[config.mk]
export PLATFORM = sky130hd
export DESIGN_NAME = multicycle_control_flat
export DESIGN_NICKNAME = d
export VERILOG_FILES = /design/src/rtl/mips_pkg.sv /design/src/rtl/multicycle_control_if.sv /design/src/rtl/multicycle_control_outdec.sv /design/src/rtl/multicycle_control.sv /design/src/flat_wrapper.sv
export SDC_FILE = /design/constraint.sdc
export NUM_CORES = 1
export LEC_CHECK = 0
export ABC_AREA = 1
export BUFFER_PORTS_ARGS = -buffer_cell sky130_fd_sc_hd__buf_4
export CAP_MARGIN = 0
export CORE_AREA = 2 2 39 41
export DETAILED_ROUTE_END_ITERATION = 8
export DIE_AREA = 0 0 41 43
export PLACE_DENSITY = 0.68
export RECOVER_POWER = 100
export SLEW_MARGIN = 20
export SYNTH_ARGS = -nofsm -noshare
export SYNTH_HDL_FRONTEND = slang
export SYNTH_SLANG_ARGS = --single-unit
[constraint.sdc]
create_clock -name clk -period 1.8 [get_ports clk]
set_clock_uncertainty 0.1 [all_clocks]
set_input_delay 0.36 -clock clk [delete_from_list [all_inputs] [get_ports clk]]
set_output_delay 0.36 -clock clk [all_outputs]
set_load 0.02 [all_outputs]
[src/rtl/mips_pkg.sv]
// Shared constants and types for the multicycle MIPS control path:
// opcodes, ALUOp codes, state encodings and the decoded control bundle.
package mips_pkg;

  localparam logic [5:0] OP_RTYPE = 6'b000000;
  localparam logic [5:0] OP_LW    = 6'b100011;
  localparam logic [5:0] OP_SW    = 6'b101011;
  localparam logic [5:0] OP_BEQ   = 6'b000100;
  localparam logic [5:0] OP_J     = 6'b000010;
  localparam logic [5:0] OP_ADDI  = 6'b001000;

  localparam logic [1:0] ALUOP_ADD   = 2'b00;
  localparam logic [1:0] ALUOP_SUB   = 2'b01;
  localparam logic [1:0] ALUOP_FUNCT = 2'b10;

  // Encodings 12..15 are unreachable and decode to all-zero outputs.
  typedef enum logic [3:0] {
    FETCH   = 4'd0,
    DECODE  = 4'd1,
    MEMADR  = 4'd2,
    MEMRD   = 4'd3,
    MEMWB   = 4'd4,
    MEMWR   = 4'd5,
    EXECUTE = 4'd6,
    ALUWB   = 4'd7,
    BRANCH  = 4'd8,
    JUMP    = 4'd9,
    ADDIEX  = 4'd10,
    ADDIWB  = 4'd11
  } state_e;

  typedef struct packed {
    logic       pc_write;
    logic       pc_write_cond;
    logic       iord;
    logic       mem_read;
    logic       mem_write;
    logic       ir_write;
    logic       mem_to_reg;
    logic       reg_dst;
    logic       reg_write;
    logic       alu_src_a;
    logic [1:0] alu_src_b;
    logic [1:0] alu_op;
    logic [1:0] pc_source;
  } ctrl_t;

  function automatic logic is_supported(input logic [5:0] op);
    return (op == OP_RTYPE) || (op == OP_LW) || (op == OP_SW) ||
           (op == OP_BEQ) || (op == OP_J) || (op == OP_ADDI);
  endfunction

endpackage

[src/rtl/multicycle_control_if.sv]
// Control bundle between the multicycle control unit (master) and the
// datapath (slave): opcode in, all enables and mux selects out.
interface multicycle_control_if;
  logic [5:0] op;
  logic       PCWrite;
  logic       PCWriteCond;
  logic       IorD;
  logic       MemRead;
  logic       MemWrite;
  logic       IRWrite;
  logic       MemtoReg;
  logic       RegDst;
  logic       RegWrite;
  logic       ALUSrcA;
  logic [1:0] ALUSrcB;
  logic [1:0] ALUOp;
  logic [1:0] PCSource;
  logic       illegal_op;

  modport master (
    input  op,
    output PCWrite, PCWriteCond, IorD, MemRead, MemWrite, IRWrite, MemtoReg,
           RegDst, RegWrite, ALUSrcA, ALUSrcB, ALUOp, PCSource, illegal_op
  );

  modport slave (
    output op,
    input  PCWrite, PCWriteCond, IorD, MemRead, MemWrite, IRWrite, MemtoReg,
           RegDst, RegWrite, ALUSrcA, ALUSrcB, ALUOp, PCSource, illegal_op
  );
endinterface

[src/rtl/multicycle_control_outdec.sv]
// Moore output decoder: maps the control state to the datapath control bundle.
module multicycle_control_outdec
  import mips_pkg::*;
(
  input  state_e i_state,
  output ctrl_t  o_ctrl
);

  always_comb begin
    o_ctrl = '0;
    case (i_state)
      FETCH: begin
        o_ctrl.mem_read  = 1'b1;
        o_ctrl.ir_write  = 1'b1;
        o_ctrl.alu_src_b = 2'b01;
        o_ctrl.alu_op    = ALUOP_ADD;
        o_ctrl.pc_write  = 1'b1;
      end
      DECODE: begin
        // Precompute the branch target while the opcode is decoded.
        o_ctrl.alu_src_b = 2'b11;
        o_ctrl.alu_op    = ALUOP_ADD;
      end
      MEMADR, ADDIEX: begin
        o_ctrl.alu_src_a = 1'b1;
        o_ctrl.alu_src_b = 2'b10;
        o_ctrl.alu_op    = ALUOP_ADD;
      end
      MEMRD: begin
        o_ctrl.mem_read = 1'b1;
        o_ctrl.iord     = 1'b1;
      end
      MEMWB: begin
        o_ctrl.reg_write  = 1'b1;
        o_ctrl.mem_to_reg = 1'b1;
      end
      MEMWR: begin
        o_ctrl.mem_write = 1'b1;
        o_ctrl.iord      = 1'b1;
      end
      EXECUTE: begin
        o_ctrl.alu_src_a = 1'b1;
        o_ctrl.alu_src_b = 2'b00;
        o_ctrl.alu_op    = ALUOP_FUNCT;
      end
      ALUWB: begin
        o_ctrl.reg_write = 1'b1;
        o_ctrl.reg_dst   = 1'b1;
      end
      BRANCH: begin
        o_ctrl.alu_src_a     = 1'b1;
        o_ctrl.alu_src_b     = 2'b00;
        o_ctrl.alu_op        = ALUOP_SUB;
        o_ctrl.pc_write_cond = 1'b1;
        o_ctrl.pc_source     = 2'b01;
      end
      JUMP: begin
        o_ctrl.pc_write  = 1'b1;
        o_ctrl.pc_source = 2'b10;
      end
      ADDIWB: begin
        o_ctrl.reg_write = 1'b1;
      end
      default: o_ctrl = '0;
    endcase
  end

endmodule

[src/rtl/multicycle_control.sv]
// Multicycle MIPS main control: state register, opcode-driven next-state
// logic and reset gating around the Moore output decoder.
module multicycle_control
  import mips_pkg::*;
(
  input  logic                        clk,
  input  logic                        rst,
  multicycle_control_if.master        bus
);

  state_e r_state;
  state_e w_next_state;
  state_e w_dec_state;
  ctrl_t  w_ctrl;

  always_ff @(posedge clk) begin
    if (rst) begin
      r_state <= FETCH;
    end else begin
      r_state <= w_next_state;
    end
  end

  always_comb begin
    w_next_state = FETCH;
    case (r_state)
      FETCH: w_next_state = DECODE;
      DECODE: begin
        case (bus.op)
          OP_LW, OP_SW: w_next_state = MEMADR;
          OP_RTYPE:     w_next_state = EXECUTE;
          OP_BEQ:       w_next_state = BRANCH;
          OP_J:         w_next_state = JUMP;
          OP_ADDI:      w_next_state = ADDIEX;
          default:      w_next_state = FETCH;
        endcase
      end
      MEMADR:  w_next_state = (bus.op == OP_SW) ? MEMWR : MEMRD;
      MEMRD:   w_next_state = MEMWB;
      EXECUTE: w_next_state = ALUWB;
      ADDIEX:  w_next_state = ADDIWB;
      default: w_next_state = FETCH;
    endcase
  end

  // During reset the selects show FETCH values so the datapath is steady.
  assign w_dec_state = rst ? FETCH : r_state;

  multicycle_control_outdec u_outdec (
    .i_state (w_dec_state),
    .o_ctrl  (w_ctrl)
  );

  always_comb begin
    bus.PCWrite     = w_ctrl.pc_write      & ~rst;
    bus.PCWriteCond = w_ctrl.pc_write_cond & ~rst;
    bus.MemRead     = w_ctrl.mem_read      & ~rst;
    bus.MemWrite    = w_ctrl.mem_write     & ~rst;
    bus.IRWrite     = w_ctrl.ir_write      & ~rst;
    bus.RegWrite    = w_ctrl.reg_write     & ~rst;
    bus.IorD        = w_ctrl.iord;
    bus.MemtoReg    = w_ctrl.mem_to_reg;
    bus.RegDst      = w_ctrl.reg_dst;
    bus.ALUSrcA     = w_ctrl.alu_src_a;
    bus.ALUSrcB     = w_ctrl.alu_src_b;
    bus.ALUOp       = w_ctrl.alu_op;
    bus.PCSource    = w_ctrl.pc_source;
    bus.illegal_op  = ~rst && (r_state == DECODE) && !is_supported(bus.op);
  end

endmodule

[src/flat_wrapper.sv]
// flat-port wrapper written by rule: the top's interface ports become plain ports
module multicycle_control_flat import mips_pkg::*;
  (clk, rst, bus_op, bus_PCWrite, bus_PCWriteCond, bus_IorD, bus_MemRead, bus_MemWrite, bus_IRWrite, bus_MemtoReg, bus_RegDst, bus_RegWrite, bus_ALUSrcA, bus_ALUSrcB, bus_ALUOp, bus_PCSource, bus_illegal_op);
  multicycle_control_if bus_i ();
  input  logic clk;
  input  logic rst;
  input wire logic [$bits(bus_i.op)-1:0] bus_op;
  output wire logic [$bits(bus_i.PCWrite)-1:0] bus_PCWrite;
  output wire logic [$bits(bus_i.PCWriteCond)-1:0] bus_PCWriteCond;
  output wire logic [$bits(bus_i.IorD)-1:0] bus_IorD;
  output wire logic [$bits(bus_i.MemRead)-1:0] bus_MemRead;
  output wire logic [$bits(bus_i.MemWrite)-1:0] bus_MemWrite;
  output wire logic [$bits(bus_i.IRWrite)-1:0] bus_IRWrite;
  output wire logic [$bits(bus_i.MemtoReg)-1:0] bus_MemtoReg;
  output wire logic [$bits(bus_i.RegDst)-1:0] bus_RegDst;
  output wire logic [$bits(bus_i.RegWrite)-1:0] bus_RegWrite;
  output wire logic [$bits(bus_i.ALUSrcA)-1:0] bus_ALUSrcA;
  output wire logic [$bits(bus_i.ALUSrcB)-1:0] bus_ALUSrcB;
  output wire logic [$bits(bus_i.ALUOp)-1:0] bus_ALUOp;
  output wire logic [$bits(bus_i.PCSource)-1:0] bus_PCSource;
  output wire logic [$bits(bus_i.illegal_op)-1:0] bus_illegal_op;
  assign bus_i.op = bus_op;
  assign bus_PCWrite = bus_i.PCWrite;
  assign bus_PCWriteCond = bus_i.PCWriteCond;
  assign bus_IorD = bus_i.IorD;
  assign bus_MemRead = bus_i.MemRead;
  assign bus_MemWrite = bus_i.MemWrite;
  assign bus_IRWrite = bus_i.IRWrite;
  assign bus_MemtoReg = bus_i.MemtoReg;
  assign bus_RegDst = bus_i.RegDst;
  assign bus_RegWrite = bus_i.RegWrite;
  assign bus_ALUSrcA = bus_i.ALUSrcA;
  assign bus_ALUSrcB = bus_i.ALUSrcB;
  assign bus_ALUOp = bus_i.ALUOp;
  assign bus_PCSource = bus_i.PCSource;
  assign bus_illegal_op = bus_i.illegal_op;
  multicycle_control u_core (.clk(clk), .rst(rst), .bus(bus_i));
endmodule
== Word-level counts from Yosys, hierarchy flattened ==
Cells that the tools add are included.

* Input port bits: 8
* Register bits after elaboration: 4

* Reduce and logical (&&, ||, !) cells: 18
* Equal/unequal tests: 21
* Multiplexer cells: 16
* Bitwise operators: 7

{| class="wikitable"
|+ Operator list
! cell !! count
|-
| $pmux W4 S5 || 2
|-
| $pmux W4 S6 || 1
|-
| $eq A4 B3 Y1 const B || 5
|-
| $eq A4 B4 Y1 const B || 5
|-
| $eq A4 B2 Y1 const B || 4
|-
| $eq A6 B6 Y1 const B || 2
|-
| $mux W1 || 10
|-
| $reduce_or A2 Y1 || 5
|-
| $eq A4 B1 Y1 const B || 2
|-
| $logic_not A4 Y1 || 2
|-
| $and A1 B1 Y1 || 6
|-
| $eq A6 B2 Y1 const B || 1
|-
| $eq A6 B3 Y1 const B || 1
|-
| $eq A6 B4 Y1 const B || 1
|-
| $logic_not A6 Y1 || 1
|-
| $logic_or A1 B1 Y1 || 5
|-
| $mux W4 || 1
|-
| $pmux W2 S2 || 1
|-
| $reduce_or A4 Y1 || 1
|-
| $mux W3 || 1
|-
| $reduce_or A3 Y1 || 1
|-
| $logic_and A1 B1 Y1 || 2
|-
| $logic_not A1 Y1 || 1
|-
| $not A1 Y1 || 1
|}

== Depth between registers and ports, before layout ==
* Depth in word-level cells: 8
* Mapped depth: 7
* Gate-level depth less buffers: 7

== Hierarchy ==
From an unflattened synthesis, not the netlist that was laid out.

* Cells, all modules: 118
* Area, all modules: 561.8 µm²

{| class="wikitable"
|+ Modules (own cells, without submodules)
! module !! seq. area each (µm²) !! times used !! area an instance (µm²) !! cells an instance
|-
| multicycle_control || 80.1 || 1 || 406.6 || 80
|-
| multicycle_control_outdec || 0.0 || 1 || 155.1 || 38
|}

== Worst setup path before layout ==
OpenSTA, ideal clock, no wires.

* Path type: input to output
* Start point: in rst
* End point: out bus_IorD
* Cell stages on the path: 5
* Setup slack: 0.171 ns
* Arrival time: 1.169 ns
* Cells stage by stage: inv_2 -> nand2_2 -> inv_1 -> nand2_1 -> o21ai_0

* Longest elaborated chain between the ends: 4

{| class="wikitable"
|+ RTL lines
! element !! line !! RTL
|-
| from (decl) || flat_wrapper.sv:6 || <nowiki>input logic rst;</nowiki>
|-
| $mux W4 (*) || multicycle_control.sv:47 || <nowiki>assign w_dec_state = rst ? FETCH : r_state;</nowiki>
|-
| $eq A4 B2 Y1 or $eq A4 B3 Y1 (tied branches) || multicycle_control_outdec.sv:11 || <nowiki>case (i_state)</nowiki>
|-
| $reduce_or A2 Y1 (no line) (*) || n/a ||
|-
| $mux W1 (*) || multicycle_control_outdec.sv:11 ||
|-
| to (decl) || flat_wrapper.sv:10 || <nowiki>output wire logic [$bits(bus_i.IorD)-1:0] bus_IorD;</nowiki>
|}

Mark *: on every way between the ends. The rest lies on a longest branch, timed or not.

== Worst setup path in the final report ==
* Start point: reg u_core.r_state[1]
* End point: out bus_illegal_op

* Longest elaborated chain between the ends: 3

{| class="wikitable"
|+ RTL lines
! element !! line !! RTL
|-
| from (decl) || multicycle_control.sv:11 || <nowiki>state_e r_state;</nowiki>
|-
| from (signal assigned) || multicycle_control.sv:20 || <nowiki>r_state <= w_next_state;</nowiki>
|-
| $eq A4 B1 Y1 || multicycle_control.sv:68 || <nowiki>bus.illegal_op = ~rst && (r_state == DECODE) && !is_supported(bus.op);</nowiki>
|-
| $logic_and A1 B1 Y1 (2 in series) || multicycle_control.sv:68 ||
|-
| to (decl) || flat_wrapper.sv:21 || <nowiki>output wire logic [$bits(bus_i.illegal_op)-1:0] bus_illegal_op;</nowiki>
|}

No other way between the ends.

==> out/results.txt <==
Switching Fraction = 0.3100
CTS HTree Levels = 1
pwr dens = 403.6 nW/um^2
Critical path origin = u_core.r_state[1]
P&R area growth vs syn = 46.25%
I/O pin count = 25
Synth area leader = nand2_1
register area share after synthesis = 0.1600
Die Y = 43 um
Slew HR = 0.8286
CTS Buffer Depth = 2
Max VDD drop = 0.4078 mV
Synth Area in Compound Gates = 0.1050
Final Core Density = 0.5289
Vias/cell = 4.435
RSZ-0062 raised after global routing = false
critical path's slowest cell = dfxtp_1
WL met3 = 91 um
buffers and inverters on the worst path = 3
DR pass1 iterations = 4
CTS tree = yes
# DRC = 0
Tcrit/Tclk final = 0.9456
met1 WL = 571 um
Largest Register = u_core.r_state
worst-path cell chain = inv_1 > nand2_1 > inv_1 > nand4_1 > nor2_1 > buf_4
CP endpoint kind = output port
Die ar. = 1763 um^2
Hold Startpoint = rst
internal cell power = 0.2039 mW
Critical R2R Launch = u_core.r_state[1]
Worst path depth = 6
GRT Residual Overflow = 0
Initial Utilization = 0.3617
final setup fails = 0
Simple-Gate Fraction of Synth Area = 0.5325
IO buf count = 24
Synth Area per Inst = 4.859 um^2
wire length on met2 = 548 um
chip width = 41 um
FF-to-FF path depth = 6
XOR/XNOR Fraction of Synth Area = 0
mux cell area share after synthesis = 0
Clock Latency Late Sink = 0.23 ns
Syn Nets = 111
setup_tns = 0 ns
Slew @ Worst Pin = 0.2583 ns
CP delay by family, top = buffers and inverters
First DRT Iteration DRCs = 6
overall power = 0.2954 mW
sw power = 0.09158 mW
clock power share = 0.364
Reg clk slew, reported paths = 0.04 ns
Root Buffer = clkbuf_4
final weighted congestion of routability-driven global placement = 0.8523
Synth Register Bits = 4
most used cell, CP = inv_1
status = finished, final reports clean
Inserted Clock Buffers = 3
ANT cells = 0
Post-Syn Instances = 103
adder and majority gate portion of the synthesized area = 0
CP Class = flip-flop to output port
Yosys cell types = 13
Synth Cell Area = 500.5 um^2
final hold vios = 0
DP Wirelength = 1031 um
initial antenna violation count = 0
slowest cell delay on critical path = 0.32 ns
vias = 652
# clock sinks = 4
first-pass GRT wire length = 1987 um
post-detailed-routing wire length = 1230 um
largest net degree at the start of global routing = 9
Max Slew Vio Count = 0
commonest cells after routing, fill and taps aside = nand2_1, inv_1, buf_4
final hold slack = 0.2199 ns
Final min period = 1.702 ns
max reg flops = 4
WP data required = 1.34 ns
Leak = 0.4743 nW
Worst Hold Depth = 2
Final Cell Area = 732.0 um^2
FP Rows = 14
Comb power frac = 0.307
Synthesis Warnings = 0
Arr. time, crit path = 1.24 ns
largest family of logic cells by synthesized area = simple AND/OR/NAND/NOR gates
core area = 1384 um^2
FMAX = 587.5 MHz
vias in the first global route = 521
worst hold path type = input pin to flip-flop
Placed Area = 700.7 um^2
highest routed layer = met4
Overall Global Routing Usage = 0.1565
sequential power share = 0.330
top cell type's share of synthesized area = 0.2025
most common cell after layout, fill and taps aside = nand2_1
crit-path max FO = 6
Routed wire per std cell = 8.367 um
share of post-route cells with drive strength above 1 = 0.2748
top post-synthesis cells by area = nand2_1, inv_1, dfxtp_1, nor2_1, nand3_1
MaxCap Viol Count = 0
Worst Setup Start Kind = flip-flop
post-route ant nets = 0
biggest regs = u_core.r_state: 4 flops
Layout Nets = 141
-- layout make-up --
type	count	area, um^2
Tap cell	16	20.02
Timing Repair Buffer	25	181.4
Multi-Input combinational cell	72	322.8
Fill cell	154	651.9
Clock buffer	3	22.52
Sequential cell	4	83.83
Inverter	27	101.3
-- through the flow --
step	instances	worst slack [ns]
final	147	0.09786
after global routing	147	0.002988
after CTS	146	0.04102
after detailed placement	143	0.1576
after global placement	143	0.1615
after floorplan	103	0.1710
-- cells in the mapped netlist --
cell / count
a21oi_1: 5
inv_1: 25
nand3_1: 10
nor2_1: 21
o21ai_2: 1
dfxtp_1: 4
nand4_1: 3
nand2_2: 1
o21ai_0: 2
a21oi_2: 1
nor2_4: 1
nand2_1: 27
inv_2: 2
-- logic make-up (layout without fill, tap and decap cells) --
group           after synthesis  count (layout)
flops                         4               4
buf+inv                      27              55
compound gates                9               9
simple gates                 63              63
-- path summary, 6_finish.rpt --
check                      endpoint  slack, ns
setup / recovery     bus_illegal_op        0.1
hold / removal    u_core.r_state[3]       0.22
setup reg to reg  u_core.r_state[1]       0.56
hold reg to reg   u_core.r_state[0]       0.50
-- power by group through the flow --
| stage | registers [mW] | clock network [mW] | logic (mW) |
|---|---|---|---|
| floorplan | 0.0969 | 0 | 0.0535 |
| global placement | 0.0982 | 0 | 0.0903 |
| detailed placement | 0.0983 | 0 | 0.0898 |
| CTS | 0.0968 | 0.112 | 0.0900 |
| global route | 0.0977 | 0.124 | 0.103 |
| finish | 0.0974 | 0.108 | 0.0906 |
-- what timing repair did --
item / CTS / global route
gates resized for setup: 1 / 4
buffers inserted: 0 / 1
setup endpoints to repair: 1 / 11
cloned: 0 / 0
hold buffers: 0 / 0
pin swaps: 0 / 1
endpoints found under the hold margin: 0 / 0
-- per-layer routing --
metal	vias up	track usage
met1	256	0.2115
met3	2	0.01571
met2	25	0.2438
li1	369	-
met5	-	0
met4	0	0.06000
Power figures use the tool's default switching activity.
